File: config.mk
export PLATFORM = sky130hd
export DESIGN_NAME = ste_pulse_gen_flat
export DESIGN_NICKNAME = d
export VERILOG_FILES = /design/src/rtl/ste_pulse_gen_if.sv /design/src/rtl/ste_pulse_gen.sv /design/src/flat_wrapper.sv
export SDC_FILE = /design/constraint.sdc
export NUM_CORES = 1
export LEC_CHECK = 0
export ABC_AREA = 1
export CAP_MARGIN = 25
export CORE_MARGIN = 5
export CORE_UTILIZATION = 41
export DETAILED_ROUTE_END_ITERATION = 7
export PLACE_DENSITY = 0.77
export SLEW_MARGIN = 30
export SYNTH_ARGS = -nofsm -noshare
export SYNTH_HDL_FRONTEND = slang
export SYNTH_SLANG_ARGS = --single-unit
File: constraint.sdc
create_clock -name clk -period 1.75 [get_ports clk]
set_clock_uncertainty 0.15 [all_clocks]
set_input_delay 0.35 -clock clk [delete_from_list [all_inputs] [get_ports clk]]
set_output_delay 0.35 -clock clk [all_outputs]
set_load 0.01 [all_outputs]
File: src/rtl/ste_pulse_gen_if.sv
// Control/status bundle for ste_pulse_gen: trigger and duration inputs,
// pulse output and queue/overflow status.
interface ste_pulse_gen_if #(
    parameter int CNT_W  = 4,
    parameter int PEND_W = 3
);
    logic              trig_i;
    logic [CNT_W-1:0]  len_high_i;
    logic [CNT_W-1:0]  len_low_i;
    logic              clr_ovf_i;
    logic              dout_o;
    logic              busy_o;
    logic [PEND_W-1:0] pend_o;
    logic              ovf_o;

    modport master (
        output trig_i, len_high_i, len_low_i, clr_ovf_i,
        input  dout_o, busy_o, pend_o, ovf_o
    );

    modport slave (
        input  trig_i, len_high_i, len_low_i, clr_ovf_i,
        output dout_o, busy_o, pend_o, ovf_o
    );
endinterface

File: src/rtl/ste_pulse_gen.sv
// Edge-triggered pulse generator with programmable high time and minimum low time.
// Define STE_PULSE_GEN_QUEUE_EN to queue triggers that arrive while a pulse is running.
module ste_pulse_gen #(
    parameter int CNT_W  = 4,
    parameter int PEND_W = 3
) (
    input  logic clk,
    input  logic reset_ni,
    ste_pulse_gen_if.slave bus
);
    typedef enum logic [1:0] {
        S_IDLE = 2'd0,
        S_HIGH = 2'd1,
        S_LOW  = 2'd2
    } state_t;

    state_t            r_state;
    state_t            w_state_next;
    logic [CNT_W-1:0]  r_cnt;
    logic [CNT_W-1:0]  w_cnt_next;
    logic              r_dout;
    logic              w_dout_next;
    logic              r_trig_q;
    logic              r_ovf;
    logic              w_ovf_next;
    logic              w_ovf_set;
    logic              w_edge;
    logic              w_cnt_zero;
    logic              w_at_boundary;
    logic              w_start;
    logic              w_take;

    assign w_edge        = bus.trig_i & ~r_trig_q;
    assign w_cnt_zero    = (r_cnt == '0);
    // A new pulse may only begin from idle or once the low time has run out.
    assign w_at_boundary = (r_state == S_IDLE) | ((r_state == S_LOW) & w_cnt_zero);

`ifdef STE_PULSE_GEN_QUEUE_EN
    logic [PEND_W-1:0] r_pend;
    logic [PEND_W-1:0] w_pend_next;
    logic              w_pend_nz;
    logic              w_inc;
    logic              w_dec;

    assign w_pend_nz = (r_pend != '0);
    assign w_start   = w_pend_nz | w_edge;
    assign w_take    = w_at_boundary & w_start;
    assign w_dec     = w_take & w_pend_nz;
    // An edge bypasses the queue only when it starts a pulse with the queue empty.
    assign w_inc     = w_edge & ~(w_take & ~w_pend_nz);

    always_comb begin
        w_pend_next = r_pend;
        w_ovf_set   = 1'b0;
        if (w_inc && !w_dec) begin
            if (r_pend == '1) begin
                w_ovf_set = 1'b1;
            end else begin
                w_pend_next = r_pend + PEND_W'(1);
            end
        end else if (w_dec && !w_inc) begin
            w_pend_next = r_pend - PEND_W'(1);
        end
    end

    always_ff @(posedge clk or negedge reset_ni) begin
        if (!reset_ni) begin
            r_pend <= '0;
        end else begin
            r_pend <= w_pend_next;
        end
    end

    assign bus.pend_o = r_pend;
`else
    assign w_start    = w_edge & w_at_boundary;
    assign w_take     = w_start;
    assign w_ovf_set  = w_edge & ~w_take;
    assign bus.pend_o = '0;
`endif

    always_comb begin
        w_state_next = r_state;
        w_cnt_next   = r_cnt;
        w_dout_next  = r_dout;
        case (r_state)
            S_IDLE: begin
                if (w_take) begin
                    w_cnt_next   = bus.len_high_i;
                    w_dout_next  = 1'b1;
                    w_state_next = S_HIGH;
                end
            end
            S_HIGH: begin
                if (w_cnt_zero) begin
                    w_cnt_next   = bus.len_low_i;
                    w_dout_next  = 1'b0;
                    w_state_next = S_LOW;
                end else begin
                    w_cnt_next = r_cnt - CNT_W'(1);
                end
            end
            S_LOW: begin
                if (!w_cnt_zero) begin
                    w_cnt_next = r_cnt - CNT_W'(1);
                end else if (w_take) begin
                    w_cnt_next   = bus.len_high_i;
                    w_dout_next  = 1'b1;
                    w_state_next = S_HIGH;
                end else begin
                    w_state_next = S_IDLE;
                end
            end
            default: begin
                w_dout_next  = 1'b0;
                w_state_next = S_IDLE;
            end
        endcase
    end

    // Set has priority over clear so a lost trigger is never hidden.
    assign w_ovf_next = w_ovf_set ? 1'b1 : (bus.clr_ovf_i ? 1'b0 : r_ovf);

    always_ff @(posedge clk or negedge reset_ni) begin
        if (!reset_ni) begin
            r_state  <= S_IDLE;
            r_cnt    <= '0;
            r_dout   <= 1'b0;
            r_trig_q <= 1'b0;
            r_ovf    <= 1'b0;
        end else begin
            r_state  <= w_state_next;
            r_cnt    <= w_cnt_next;
            r_dout   <= w_dout_next;
            r_trig_q <= bus.trig_i;
            r_ovf    <= w_ovf_next;
        end
    end

    assign bus.dout_o = r_dout;
    assign bus.busy_o = (r_state != S_IDLE);
    assign bus.ovf_o  = r_ovf;
endmodule

File: src/flat_wrapper.sv
// flat-port wrapper written by rule: the top's interface ports become plain ports
module ste_pulse_gen_flat 
#(
    parameter int CNT_W  = 4,
    parameter int PEND_W = 3
)
  (clk, reset_ni, bus_trig_i, bus_len_high_i, bus_len_low_i, bus_clr_ovf_i, bus_dout_o, bus_busy_o, bus_pend_o, bus_ovf_o);
  ste_pulse_gen_if #(.CNT_W(CNT_W), .PEND_W(PEND_W)) bus_i ();
  input  logic clk;
  input  logic reset_ni;
  input wire logic [$bits(bus_i.trig_i)-1:0] bus_trig_i;
  input wire logic [$bits(bus_i.len_high_i)-1:0] bus_len_high_i;
  input wire logic [$bits(bus_i.len_low_i)-1:0] bus_len_low_i;
  input wire logic [$bits(bus_i.clr_ovf_i)-1:0] bus_clr_ovf_i;
  output wire logic [$bits(bus_i.dout_o)-1:0] bus_dout_o;
  output wire logic [$bits(bus_i.busy_o)-1:0] bus_busy_o;
  output wire logic [$bits(bus_i.pend_o)-1:0] bus_pend_o;
  output wire logic [$bits(bus_i.ovf_o)-1:0] bus_ovf_o;
  assign bus_i.trig_i = bus_trig_i;
  assign bus_i.len_high_i = bus_len_high_i;
  assign bus_i.len_low_i = bus_len_low_i;
  assign bus_i.clr_ovf_i = bus_clr_ovf_i;
  assign bus_dout_o = bus_i.dout_o;
  assign bus_busy_o = bus_i.busy_o;
  assign bus_pend_o = bus_i.pend_o;
  assign bus_ovf_o = bus_i.ovf_o;
  ste_pulse_gen #(.CNT_W(CNT_W), .PEND_W(PEND_W)) u_core (.clk(clk), .reset_ni(reset_ni), .bus(bus_i));
endmodule
==> results.txt, run 1 <==
- Top cells by instance count after synthesis: sky130_fd_sc_hd__nand2_1, sky130_fd_sc_hd__inv_1, sky130_fd_sc_hd__dfrtp_1
* # nets final: approximately 140
* Final Hold Vio Count: 0
- The worst setup path is captured at an output pin.
- By instance count, the leading cell after synthesis is sky130_fd_sc_hd__nand2_1.
- Synth-to-Final Area Change: 30.4%
- For this run, global-route usage on met3 was measured as around 2.6%.
- Setup violations remaining at the end of the flow were counted as 0.
* Number of buffers inserted by port buffering: 14
- Final worst hold slack: ~240 ps
* Result of the run: finished clean
- Crit Path Max Fanout: 2
- Number of buffers on the longest clock path: 2
* Final routed DRC violation total: 0
- By area the synthesized netlist is led by sky130_fd_sc_hd__dfrtp_1, sky130_fd_sc_hd__nand2_1, sky130_fd_sc_hd__ha_1, sky130_fd_sc_hd__inv_1, sky130_fd_sc_hd__a21oi_1.
- Mapped Cells: 97
- For this run, asynchronously set or reset flops after synthesis account for 100%.
* Dominant cell type by area after synthesis: sky130_fd_sc_hd__dfrtp_1
- Critical path class: reg2out
* Area of the mapped netlist: roughly 700 sq um
- Dividing total power by cell area gives a power density of 1540 mW/mm^2.
- The initialized floorplan defines 15 standard-cell rows.
- Post-synth EDFFs: 0
* Wire length after detailed routing: around 1500 um
* Via count of the first global-routing pass: 605
- Buffering stage count on the worst path with inverters included: 3
- For this block, the initial DRC count from the detailed router was 5.
- The count of nets left with antenna violations once routing finished came out at 0.
- For this run, the total global-route usage over all layers was measured as between 10% and 20%.
- Top delay family on crit path: buffers and inverters
- Portion of synthesized cell area occupied by the leading cell type: between 30 and 40%
* Path type of the worst min-delay path: in2async
* Routed wire length per instance: about 11 um
- Most frequent cell on the critical path: sky130_fd_sc_hd__inv_1
* Number of antenna diodes: 0
- Number of synthesized register bits: 9
- Global routing used roughly 16% of the available met1 tracks.
* Final max-slew violation count: 0
* DIE HEIGHT: just over 50 um
- In the synthesized netlist the dominant register cell turns out to be sky130_fd_sc_hd__dfrtp_1.
- Width of the die: a little over 50 um
- Critical path data arrival time: ~1200 ps
* Biggest cell delay along the critical path: roughly 340 ps
- Across the run, the number of max-cap violations was 0.
- In the global route stage, met2 resource usage came out at just over 20%.
* Clock Sink Count: 9
- Clock tree from TritonCTS: built
- Routability cong.: 0.789
* Post-CTS setup buffer count: 0
* GR peak layer: met2
* Number of antenna violations at the first check in global routing: 0
* Average instance area after synthesis: ~7.2 sq um
- Final critical delay including setup and external delays: 1690 ps
* Share of layout cells above drive strength 1: 19.5%
- For this design, the CTS-stage hold fixing added 0 buffers.
- Clock-pin slew was measured on the worst setup and hold paths at approximately 60 ps.
- The first global-routing pass estimated roughly 2500 um of wire.
- Static timing analysis puts the maximum clock frequency at a little under 600 MHz.
- Floorplan die area: 0.00264 sq mm
* Level count of the clock H-tree: 1
* Final HPWL DP: between 1000 and 1500 um
- In this run the standard cell core region covers between 0.0015 and 0.002 sq mm.
- Starting density of the core: about two fifths
- The pre-antenna-repair detailed-routing pass consisted of 4 iterations.
- Worst ir drop on vdd: 0.687 mV
- In the final timing run, aggregate negative setup slack is 0 ps.
- List of cells traversed by the critical path: inv_1 -> ha_1 -> inv_1 -> clkdlybuf4s15_1
- Detailed routing inserted a total of roughly 650 vias.
* Boundary Pins: 18
- The synthesized netlist contains 21 unique library cells.
* Vias per cell: just under 5
- Unrepaired setup endpoints after global routing: true
- The root buffer cell chosen for the clock tree is sky130_fd_sc_hd__clkbuf_4.
* Total global routing overflow: 0
- Summing the sequential cell areas from Yosys gives 32.1% of the chip area.
- Yosys warning count: 0
- Insertion delay of the later-clocked pin in the worst-skew pair: around 260 ps
- Of the available clock period, the critical path in the final layout requires a little over nine tenths.
- Worst setup margin: between 60 and 70 ps
* Slowest cell on the critical path: sky130_fd_sc_hd__dfrtp_1
* Crit path required time: about 1300 ps
- Prior to clock tree synthesis, the placed netlist has a worst setup slack of approximately 44 ps.
- In this run the static leakage power is between 0.4 and 0.5 nW.
- The number of clock buffers added by TritonCTS is 3.
- Launching element type of the critical path: flip-flop
- Entering global routing, the biggest net connects 10 pins.
## power breakdown
group,internal [mW],total [mW],switching (mW)
sequential,0.289,0.356,0.0678
combinational,0.382,0.885,0.502
clock,0.0880,0.162,0.0739
## flip-flops by register name, indices dropped and copies added, names as in the netlist
name,cells
u_core.r_cnt,4
u_core.r_state,2
u_core.bus.dout_o,1
u_core.bus.ovf_o,1
u_core.r_trig_q,1
## stage by stage
| stage | total power, mW | std cells | utilization [%] | instance area, sq um |
|---|---|---|---|---|
| after CTS | 1.39 | 135 | 54.0 | 902 |
| after global placement | 1.21 | 131 | 52.5 | 877 |
| final | 1.40 | 135 | 54.7 | 913 |
| after detailed placement | 1.24 | 131 | 52.5 | 877 |
| after floorplan | 0.961 | 99 | - | 708 |
| after global routing | 1.54 | 135 | 54.7 | 913 |
## per-layer routing
| metal | routed length (um) | up-vias |
|---|---|---|
| li1 | - | 345 |
| met1 | 713 | 287 |
| met2 | 697 | 18 |
| met3 | 84 | 2 |
| met4 | 9 | 0 |
| met5 | 0 | - |
## area by class of cell
cell class,instances,area (sq um)
Tap cell,17,21.3
Inverter,15,56.3
Sequential cell,9,225
Fill cell,162,757
Clock buffer,4,26.3
Multi-Input combinational cell,72,414
Timing Repair Buffer,18,170
## worst reg2reg max path, stage by stage, from the launching register on
cell                      delay (ps)
sky130_fd_sc_hd__dfrtp_1         390
sky130_fd_sc_hd__buf_4           150
sky130_fd_sc_hd__ha_2            190
sky130_fd_sc_hd__nor2_2          100
sky130_fd_sc_hd__inv_2            50
sky130_fd_sc_hd__nand2_2          90
sky130_fd_sc_hd__inv_2            50
sky130_fd_sc_hd__nand2_1          60
sky130_fd_sc_hd__nand2_1          50
sky130_fd_sc_hd__nand2_1          60
sky130_fd_sc_hd__nand2_1          60
sky130_fd_sc_hd__nor2_1          110
sky130_fd_sc_hd__nor2_1           40
## timing repair
action                                  CTS  global route
pin swaps                                 0             2
gates cloned                              0             0
resized for setup                         1             6
endpoints found under the setup margin    1             3
## final timing paths
check	startpoint	end	slack [ps]	depth (start not counted)
max	u_core.r_state[0]	bus_busy_o	60	4
min	reset_ni	u_core.r_trig_q	240	1
max reg2reg	u_core.r_state[1]	u_core.r_cnt[3]	110	12
min reg2reg	u_core.bus.dout_o	u_core.bus.dout_o	370	2
max in group asynchronous	reset_ni	u_core.r_state[0]	920	1
min in group clk	u_core.bus.dout_o	u_core.bus.dout_o	370	2
## kinds of logic (layout without fill, tap and decap cells)
| group | Yosys count | after routing | synth area share (%) |
|---|---|---|---|
| simple gates | 51 | 51 | 36.8 |
| buf+inv | 18 | 37 | 11.3 |
| compound gates | 12 | 12 | 9.11 |
| flops | 9 | 9 | 32.1 |
| fa+ha+maj | 5 | 5 | 8.93 |
| other cells | 1 | 3 | 0.535 |
| xor+xnor | 1 | 1 | 1.25 |
## placed cells by master, fill, tap and decap left out
cell type,synthesis,final
sky130_fd_sc_hd__ha_2,0,3
sky130_fd_sc_hd__nand2_4,1,1
sky130_fd_sc_hd__nand3b_1,4,4
sky130_fd_sc_hd__nor2_4,2,2
sky130_fd_sc_hd__nand3_1,7,7
sky130_fd_sc_hd__nand3_2,1,1
sky130_fd_sc_hd__clkbuf_1,0,1
sky130_fd_sc_hd__ha_1,5,2
sky130_fd_sc_hd__inv_1,13,12
sky130_fd_sc_hd__clkbuf_4,0,3
sky130_fd_sc_hd__conb_1,1,3
sky130_fd_sc_hd__dfrtp_1,9,9
sky130_fd_sc_hd__nand2_2,3,3
sky130_fd_sc_hd__nor2_1,8,7
sky130_fd_sc_hd__buf_4,3,4
sky130_fd_sc_hd__clkdlybuf4s50_1,0,13
sky130_fd_sc_hd__inv_2,2,3
sky130_fd_sc_hd__nor3_1,1,1
sky130_fd_sc_hd__o32ai_1,1,1
sky130_fd_sc_hd__clkdlybuf4s15_1,0,1
sky130_fd_sc_hd__nor2_2,2,3
sky130_fd_sc_hd__a21oi_1,8,8
sky130_fd_sc_hd__xor2_1,1,1
sky130_fd_sc_hd__o21ai_1,2,2
sky130_fd_sc_hd__o21ai_0,1,1
sky130_fd_sc_hd__nand2_1,22,22
Note: power is estimated with default switching activity, not from simulation.
==> run 2: changes to the inputs <==
Settings changed: CTS_CLUSTER_DIAMETER from default to 40.
==> results of run 2 <==
The final DEF is identical to that of run 1; final timing and power are the same.
